## config.mk

```make
export PLATFORM = sky130hd
export DESIGN_NAME = if_prefetch_queue
export DESIGN_NICKNAME = d
export VERILOG_FILES = /design/src/rtl/if_prefetch_queue_pkg.sv /design/src/rtl/if_prefetch_queue_fifo.sv /design/src/rtl/if_prefetch_queue.sv
export SDC_FILE = /design/constraint.sdc
export NUM_CORES = 1
export LEC_CHECK = 0
export ABC_AREA = 1
export BUFFER_PORTS_ARGS = -buffer_cell sky130_fd_sc_hd__clkbuf_2
export CAP_MARGIN = 20
export CORE_MARGIN = 2
export CORE_UTILIZATION = 35
export CTS_BUF_LIST = sky130_fd_sc_hd__clkbuf_4
export DETAILED_ROUTE_END_ITERATION = 12
export PLACE_DENSITY = 0.57
export SLEW_MARGIN = 20
export SYNTH_ARGS = -nofsm -noshare
export SYNTH_HDL_FRONTEND = slang
export SYNTH_SLANG_ARGS = --single-unit
```

## constraint.sdc

```tcl
create_clock -name clk -period 6.1 [get_ports clk]
set_input_delay 0.305 -clock clk [delete_from_list [all_inputs] [get_ports clk]]
set_output_delay 0.305 -clock clk [all_outputs]
set_load 0.01 [all_outputs]
```

## src/rtl/if_prefetch_queue_pkg.sv

```systemverilog
// Shared types and constants for the instruction-fetch prefetch queue.
// The optional IFQ_PERF_EN build adds fetch/flush counters to the top.
package if_prefetch_queue_pkg;

    localparam int unsigned XLEN = 32;
    localparam logic [XLEN-1:0] RESET_PC_DEFAULT = 32'h0000_0000;

    // One queued fetch: {pc, pc_4, instr}, 96 bits packed.
    typedef struct packed {
        logic [XLEN-1:0] pc;
        logic [XLEN-1:0] pc_4;
        logic [XLEN-1:0] instr;
    } ifq_entry_t;

    // Sequential PC; wraps at 2^32.
    function automatic logic [XLEN-1:0] pc_next(input logic [XLEN-1:0] pc);
        return pc + XLEN'(4);
    endfunction

endpackage

```

## src/rtl/if_prefetch_queue_fifo.sv

```systemverilog
// ifq_fifo: DEPTH-entry ring buffer of fetch entries with push, pop, flush,
// occupancy count and combinational head data.
module ifq_fifo
    import if_prefetch_queue_pkg::*;
#(
    parameter int unsigned DEPTH = 4
) (
    input  logic                           clk,
    input  logic                           reset,
    input  logic                           i_push,
    input  ifq_entry_t                     i_push_data,
    input  logic                           i_pop,
    input  logic                           i_flush,
    output logic [$clog2(DEPTH+1)-1:0]     o_count,
    output ifq_entry_t                     o_head
);

    localparam int unsigned AW = (DEPTH > 1) ? $clog2(DEPTH) : 1;
    localparam int unsigned CW = $clog2(DEPTH + 1);

    ifq_entry_t    r_mem [DEPTH];
    logic [AW-1:0] r_head;
    logic [AW-1:0] r_tail;
    logic [CW-1:0] r_count;
    logic          w_pop;
    logic          w_push;

    // Pops only from a non-empty buffer; pushes only with space (or a same-cycle pop).
    always_comb begin
        w_pop  = i_pop & (r_count != '0) & ~i_flush;
        w_push = i_push & ~i_flush & ((r_count != CW'(DEPTH)) | w_pop);
    end

    always_ff @(posedge clk) begin
        if (w_push) begin
            r_mem[r_tail] <= i_push_data;
        end
    end

    // DEPTH is a power of two, so pointer overflow is the modulo wrap.
    always_ff @(posedge clk or posedge reset) begin
        if (reset) begin
            r_head  <= '0;
            r_tail  <= '0;
            r_count <= '0;
        end else if (i_flush) begin
            r_head  <= '0;
            r_tail  <= '0;
            r_count <= '0;
        end else begin
            if (w_pop) begin
                r_head <= r_head + AW'(1);
            end
            if (w_push) begin
                r_tail <= r_tail + AW'(1);
            end
            case ({w_push, w_pop})
                2'b10:   r_count <= r_count + CW'(1);
                2'b01:   r_count <= r_count - CW'(1);
                default: r_count <= r_count;
            endcase
        end
    end

    always_comb begin
        o_count = r_count;
        o_head  = r_mem[r_head];
    end

endmodule

```

## src/rtl/if_prefetch_queue.sv

```systemverilog
// Instruction prefetch queue: fetch PC, single in-flight request tracking,
// credit-based issue and redirect flush. IFQ_PERF_EN adds fetch_cnt/flush_cnt.
module if_prefetch_queue
    import if_prefetch_queue_pkg::*;
#(
    parameter int unsigned     DEPTH    = 4,
    parameter logic [XLEN-1:0] RESET_PC = RESET_PC_DEFAULT
) (
    input  logic            clk,
    input  logic            reset,
    output logic            imem_req,
    output logic [XLEN-1:0] imem_addr,
    input  logic [XLEN-1:0] imem_rdata,
    input  logic            redirect,
    input  logic [XLEN-1:0] redirect_pc,
    output logic            out_valid,
    input  logic            out_ready,
    output logic [XLEN-1:0] out_pc,
    output logic [XLEN-1:0] out_pc_4,
    output logic [XLEN-1:0] out_instr
`ifdef IFQ_PERF_EN
    ,
    output logic [31:0]     fetch_cnt,
    output logic [31:0]     flush_cnt
`endif
);

    localparam int unsigned CW = $clog2(DEPTH + 1);

    logic [XLEN-1:0] r_fpc;
    logic [XLEN-1:0] r_inflight_pc;
    logic            r_inflight;
    logic [CW-1:0]   w_count;
    logic [CW:0]     w_used;
    logic            w_push;
    logic            w_pop;
    ifq_entry_t      w_push_data;
    ifq_entry_t      w_head;

    // Issue only while queued + in-flight entries leave room; a redirect kills the returning word.
    always_comb begin
        w_used      = {1'b0, w_count} + (CW+1)'(r_inflight);
        imem_req    = ~reset & ~redirect & (w_used < (CW+1)'(DEPTH));
        imem_addr   = r_fpc;
        w_push      = r_inflight & ~redirect;
        w_pop       = out_valid & out_ready;
        w_push_data = '{pc: r_inflight_pc, pc_4: pc_next(r_inflight_pc), instr: imem_rdata};
        out_valid   = (w_count != '0);
        out_pc      = w_head.pc;
        out_pc_4    = w_head.pc_4;
        out_instr   = w_head.instr;
    end

    always_ff @(posedge clk or posedge reset) begin
        if (reset) begin
            r_fpc         <= RESET_PC;
            r_inflight    <= 1'b0;
            r_inflight_pc <= '0;
        end else if (redirect) begin
            r_fpc      <= redirect_pc;
            r_inflight <= 1'b0;
        end else begin
            r_inflight <= imem_req;
            if (imem_req) begin
                r_inflight_pc <= r_fpc;
                r_fpc         <= pc_next(r_fpc);
            end
        end
    end

    ifq_fifo #(
        .DEPTH (DEPTH)
    ) u_fifo (
        .clk         (clk),
        .reset       (reset),
        .i_push      (w_push),
        .i_push_data (w_push_data),
        .i_pop       (w_pop),
        .i_flush     (redirect),
        .o_count     (w_count),
        .o_head      (w_head)
    );

`ifdef IFQ_PERF_EN
    // Saturating event counters.
    always_ff @(posedge clk or posedge reset) begin
        if (reset) begin
            fetch_cnt <= '0;
            flush_cnt <= '0;
        end else begin
            if (imem_req && (fetch_cnt != '1)) begin
                fetch_cnt <= fetch_cnt + 32'd1;
            end
            if (redirect && (flush_cnt != '1)) begin
                flush_cnt <= flush_cnt + 32'd1;
            end
        end
    end
`endif

endmodule

```

# After elaboration in Yosys (flattened, before gate mapping)

Memories as Yosys holds them, arrays and structs flattened.
Index checks and enable logic that the tools add are counted.

Multiplexer cells: 11
Eq/ne operators: 3
$lt $le $gt $ge: 1
Reductions and logical operators: 6
Bitwise logic cells: 11
$add $sub $neg: 7

Operator list:

| kind                                                                         | number |
|---|---|
| 32-bit by 3-bit adder with 32-bit output, second input constant              | 2 |
| 32-bit 2-to-1 mux                                                            | 2 |
| 1-bit bitwise AND                                                            | 8 |
| 2-bit 2-to-1 mux                                                             | 4 |
| 3-bit case mux with 2 select lines                                           | 1 |
| 2-bit nonzero test                                                           | 3 |
| 3-bit nonzero test                                                           | 2 |
| 2-bit by 1-bit adder with 2-bit output, second input constant                | 2 |
| 3-bit by 1-bit adder with 4-bit output                                       | 1 |
| 4-bit by 3-bit less-than comparator with 1-bit output, second input constant | 1 |
| 3-bit by 1-bit adder with 3-bit output, second input constant                | 1 |
| 1-bit 2-to-1 mux                                                             | 3 |
| 3-bit 2-to-1 mux                                                             | 1 |
| 3-bit inequality test, second input constant                                 | 1 |
| 3-bit by 1-bit subtractor with 3-bit output, second input constant           | 1 |
| 2-bit by 1-bit equality test with 1-bit output, second input constant        | 1 |
| 2-bit equality test, second input constant                                   | 1 |
| 1-bit NOT                                                                    | 2 |
| 2-bit AND reduction                                                          | 1 |
| 1-bit OR                                                                     | 1 |

RAM bits: 384
Logic and storage cells: 46
Input bits: 68
Bits in registers: 72
Memories: 1
Output and inout bits: 130

Memory list:

| memory       | words | width | rd ports | clocked after Yosys merged registers in | wr ports | RTL line                     | RTL |
|---|---|---|---|---|---|---|---|
| u_fifo.r_mem | 4     | 96    | 1        | 0                                       | 1        | if_prefetch_queue_fifo.sv:21 | `ifq_entry_t r_mem [DEPTH];` |

# Logic depth before layout (Yosys ltp)

Word-level depth: 9
Gate-level depth with buffers: 10
Mapped depth without buffers: 10

# Cells and area by module

Synthesis repeated with hierarchy kept, for this count alone.

Cell total of the unflattened synthesis: 1601
Area, all modules: 18943.2 sq um

By module, submodules not included:

| module            | cells each | times used | sequential area each (sq um) | area an instance (sq um) |
|---|---|---|---|---|
| ifq_fifo          | 996        | 1          | 11706.2                      | 14700.3 |
| if_prefetch_queue | 605        | 1          | 1626.6                       | 4242.8 |

# Least setup slack after synthesis

No wires, ideal clock.

Path type: register to register
From: register u_fifo.r_count[0] (netlist: u_fifo.o_count[0])
To: memory u_fifo.r_mem[0][0] (netlist name) (enable)
Setup time: 548 ps
Data arrival time: 4618 ps
Path slack: 934 ps
Cell stages (with the launch flop): 5
Required time: 5552 ps
Period minus slack after synthesis: 5166 ps
Buffers on the path: 0
Path through: dfrtp_1 -> nor2_1 -> nand3_1 -> nand2_1 -> nor2_1

Longest elaborated chain between the ends: 8
Elaborated cells on any way between the ends: 9
Classes of those cells: 1 x eq/ne; 2 x mux; 5 x bitwise; 1 x reduce/logical

Ends and longest elaborated chain:

| what                                     | RTL line                                              | RTL |
|---|---|---|
| start, declared                          | if_prefetch_queue_fifo.sv:24                          | `logic [CW-1:0] r_count;` |
| start signal, assigned                   | if_prefetch_queue_fifo.sv:58                          | `2'b10: r_count <= r_count + CW'(1);` |
| start signal, assigned                   | if_prefetch_queue_fifo.sv:59                          | `2'b01: r_count <= r_count - CW'(1);` |
| start signal, assigned                   | if_prefetch_queue_fifo.sv:60                          | `default: r_count <= r_count;` |
| 3-bit nonzero test                       | if_prefetch_queue_fifo.sv:30, if_prefetch_queue.sv:48 |  |
| 1-bit bitwise AND                        | if_prefetch_queue.sv:46                               | `w_pop = out_valid & out_ready;` |
| 1-bit bitwise AND (2 in a row)           | if_prefetch_queue_fifo.sv:30                          | `w_pop = i_pop & (r_count != '0) & ~i_flush;` |
| 1-bit OR *                               | if_prefetch_queue_fifo.sv:31                          | `w_push = i_push & ~i_flush & ((r_count != CW'(DEPTH)) \| w_pop);` |
| 1-bit bitwise AND *                      | if_prefetch_queue_fifo.sv:31                          |  |
| 1-bit 2-to-1 mux *                       | if_prefetch_queue_fifo.sv:35                          | `if (w_push) begin` |
| 1-bit 2-to-1 mux (not written as such) * | if_prefetch_queue_fifo.sv:36                          | `r_mem[r_tail] <= i_push_data;` |
| end, declared                            | if_prefetch_queue_fifo.sv:21                          |  |

Every way passes the cells marked *; elsewhere a longest branch is shown, timed or not.

# Worst setup path in the final report

From: register u_fifo.r_head[0]
To: output out_pc[22]

Longest elaborated chain between the ends: 1

Ends and longest elaborated chain:

| what                   | RTL line                     | RTL |
|---|---|---|
| start, declared        | if_prefetch_queue_fifo.sv:22 | `logic [AW-1:0] r_head;` |
| start signal, assigned | if_prefetch_queue_fifo.sv:52 | `r_head <= r_head + AW'(1);` |
| memory 4 x 96 bit      | n/a                          |  |
| end, declared          | if_prefetch_queue.sv:18      | `output logic [XLEN-1:0] out_pc,` |

Every way passes these cells.

==> reports/results.tsv <==
metric	value	unit
Power, Total	8.84	mW
clk buf depth	3	
Bufs and invs on worst path	3	
Critical Path Source Type	flop	
DP HPWL	30500	um
Hold Path Depth	2	
Worst path max stage delay	0.85	ns
CTS root buffer	clkbuf_4	
worst ir drop on vdd	170	uV
RSZ-0062 raised after global routing	no	
Iteration-0 DRC Markers	846	
P per Cell Area	394	nW/um^2
Syn Std Cell Area	18400	um^2
buffers added on ports	197	
row cnt	84	
dpl ws	2.87	ns
I/O Pins	198	
dpl cells	2421	
WP data required	5.79	ns
CTS Sinks	448	
Worst R2R Path Depth	5	
clk_skew	0.0955	ns
family with the most delay on the worst path	buffers and inverters	
Most used DFF post-synth	edfxtp_1	
setup TNS	0	ns
CTS tree	yes	
TritonCTS buffer count	115	
Die W	234	um
crit-path cells	buf_4 > buf_4 > o21ai_0 > o22ai_1 > clkbuf_2	
H-tree Lvls	3	
final core utilization	42.9	%
later-pin clock latency in the skew report	0.92	ns
synth unique cells	32	
share of cells above drive strength 1	19.6	%
area grow syn2layout	21.7	%
hold_sp	imem_rdata[27]	
Finished Cell Area	22500	um^2
fmax	245	MHz
vias per cell	4.97	
setup ws final	2.02	ns
maxcap violations	0	
top-count cell post-synth	edfxtp_1	
Cells after Synth	1601	
post-route ant nets	0	
Worst Hold End	u_fifo.r_mem[3][27]$_DFFE_PP_	
commonest cells in the netlist	edfxtp_1, nor2_1, nand2_1	
crit path kind	reg -> out	
RD Place Congestion	0.896	
worst hold slack	0.152	ns
core area	52300	um^2
vias in the first global route	13200	
Die Y	234	um
slowest CP cell	dfrtp_4	
reg-to-reg setup timing slack	3.12	ns
ys async rst share	16.1	%
clock transition at the registers of the reported paths	0.07	ns
TritonRoute pass-1 iters	7	
largest net degree at the start of global routing	100	
Pleak	8.49	nW
Reg-to-Reg End	u_fifo.r_head[0]$_DFFE_PP0P_	
Die Footprint	54600	um^2
vias post-DR	13400	
top cells by area, synth	edfxtp_1, dfrtp_1, nor2_1, o21ai_0, nand2_1	
status	finished, final reports clean	
fin crit period	4.08	ns
flops & latches, synth	448	
placed instance area	20100	um^2
Hold Violations, Final	0	
share of the synthesized area in the top cell type	61.2	%
Final Setup Violations	0	
Layout Cells excl Fill	2706	
relative slew slack	29.6	%
Worst Tran Pin Value	1.05	ns
largest area contributor in the netlist	edfxtp_1	
sequential share of the synthesized area	71.0	%
Nets	2015	
total grt overflow	0	
Fillers	4992	
Post-synth EDFFs	376	
first-pass GRT wire length	75800	um
Initial Util	35.2	%
crit end category	output pin	
Avg Cell Area, Syn	11.5	um^2
initial antenna violation count	1	
Slew Limit Fails	0	
DRC	0	
Crit path arrival time	3.78	ns
wire per inst	18.3	um
final WL	49500	um
r2r startpoint	u_fifo.r_head[0]$_DFFE_PP0P_	
CP most frequent cell	buf_4	
final period utilization	66.9	%
Warnings, synthesis	0	
syn_nets	1676	
crit path from	u_fifo.r_head[0]$_DFFE_PP0P_	
Hold WC Path Type	in -> reg	
CP Max Fanout	72	
GRT Total Usage	18.2	%
-- cell type report --
cell class,instances,area [um^2],area share (%)
tap,688,861,3.83
inverter,80,304,1.35
sequential,448,13100,58.3
antenna,2,5.00,0.0223
clock buffer,153,1150,5.12
clock inverter,40,215,0.958
timing repair buffer,303,2090,9.31
multi-input combinational,992,4730,21.1
-- repair_timing --
action / in CTS / in global routing
endpoints found under the hold margin: 238 / 0
hold buffers: 87 / 0
buffers inserted: 0 / 0
gates resized for setup: 0 / 0
-- cells in the final DEF, fill, tap and decap left out, types with 2 or more instances in the layout --
cell type      instances
a21boi_0               9
a21oi_1               10
nor2_2                 4
nand3b_1               2
clkinv_8               3
xnor2_1                4
clkinv_2               3
clkbuf_2             197
nand3_1               64
ha_1                   6
nor3_1                11
diode_2                2
nor2_1               281
o21ai_0              213
buf_12                 4
edfxtp_1             376
inv_1                 76
clkinv_1              31
inv_8                  2
inv_2                  2
a22oi_1               10
dlygate4sd3_1         87
buf_16                 2
clkbuf_4             153
nor2_4                 5
o211ai_1               5
nand2_1              232
buf_4                 13
nand3_2                2
dfrtp_1               70
o22ai_1               94
nand4_1               14
xor2_1                23
-- registers in the layout (all words and copies together), names as in the netlist --
name,flops
imem_addr,32
u_fifo.r_tail,2
r_inflight_pc,32
r_inflight,1
u_fifo.r_mem,376
u_fifo.o_count,3
u_fifo.r_head,2
-- report_power, final --
group / switching (mW) / total (mW) / internal (mW)
clock network: 1.23 / 2.40 / 1.17
registers: 0.453 / 4.27 / 3.81
logic: 1.47 / 2.17 / 0.693
-- worst max-delay path by stage --
stage               slack (ns)                      endpoint  depth (start not counted)
detailed placement        2.87                    out_pc[22]                          5
global placement          2.92                  out_pc_4[27]                          6
global route              1.71                    out_pc[22]                          5
floorplan                 0.93  u_fifo.r_mem[0][0]$_DFFE_PP_                          4
finish                    2.02                    out_pc[22]                          5
CTS                       1.87                    out_pc[22]                          5
-- per-layer routing --
layer / part of all wire, % / global-route usage, % / vias up
li1: - / - / 6419
met1: 44 / 23.9 / 6524
met3: 6.4 / 4.20 / 71
met4: 2.1 / 6.69 / 0
met2: 48 / 29.5 / 423
met5: 0 / 0 / -
-- kinds of logic (layout without fill, tap and decap cells) --
family | after synthesis | after routing | synth area share [%]
buffers and inverters | 161 | 576 | 3.54
other | 0 | 2 | 0
flip-flops | 448 | 448 | 71.0
AO/OA/AOI/OAI | 341 | 341 | 10.2
adder cells (fa/ha/maj) | 7 | 7 | 0.515
XOR/XNOR | 27 | 27 | 1.28
AND/OR/NAND/NOR | 617 | 617 | 13.5
(Power assumes the default switching activity.)
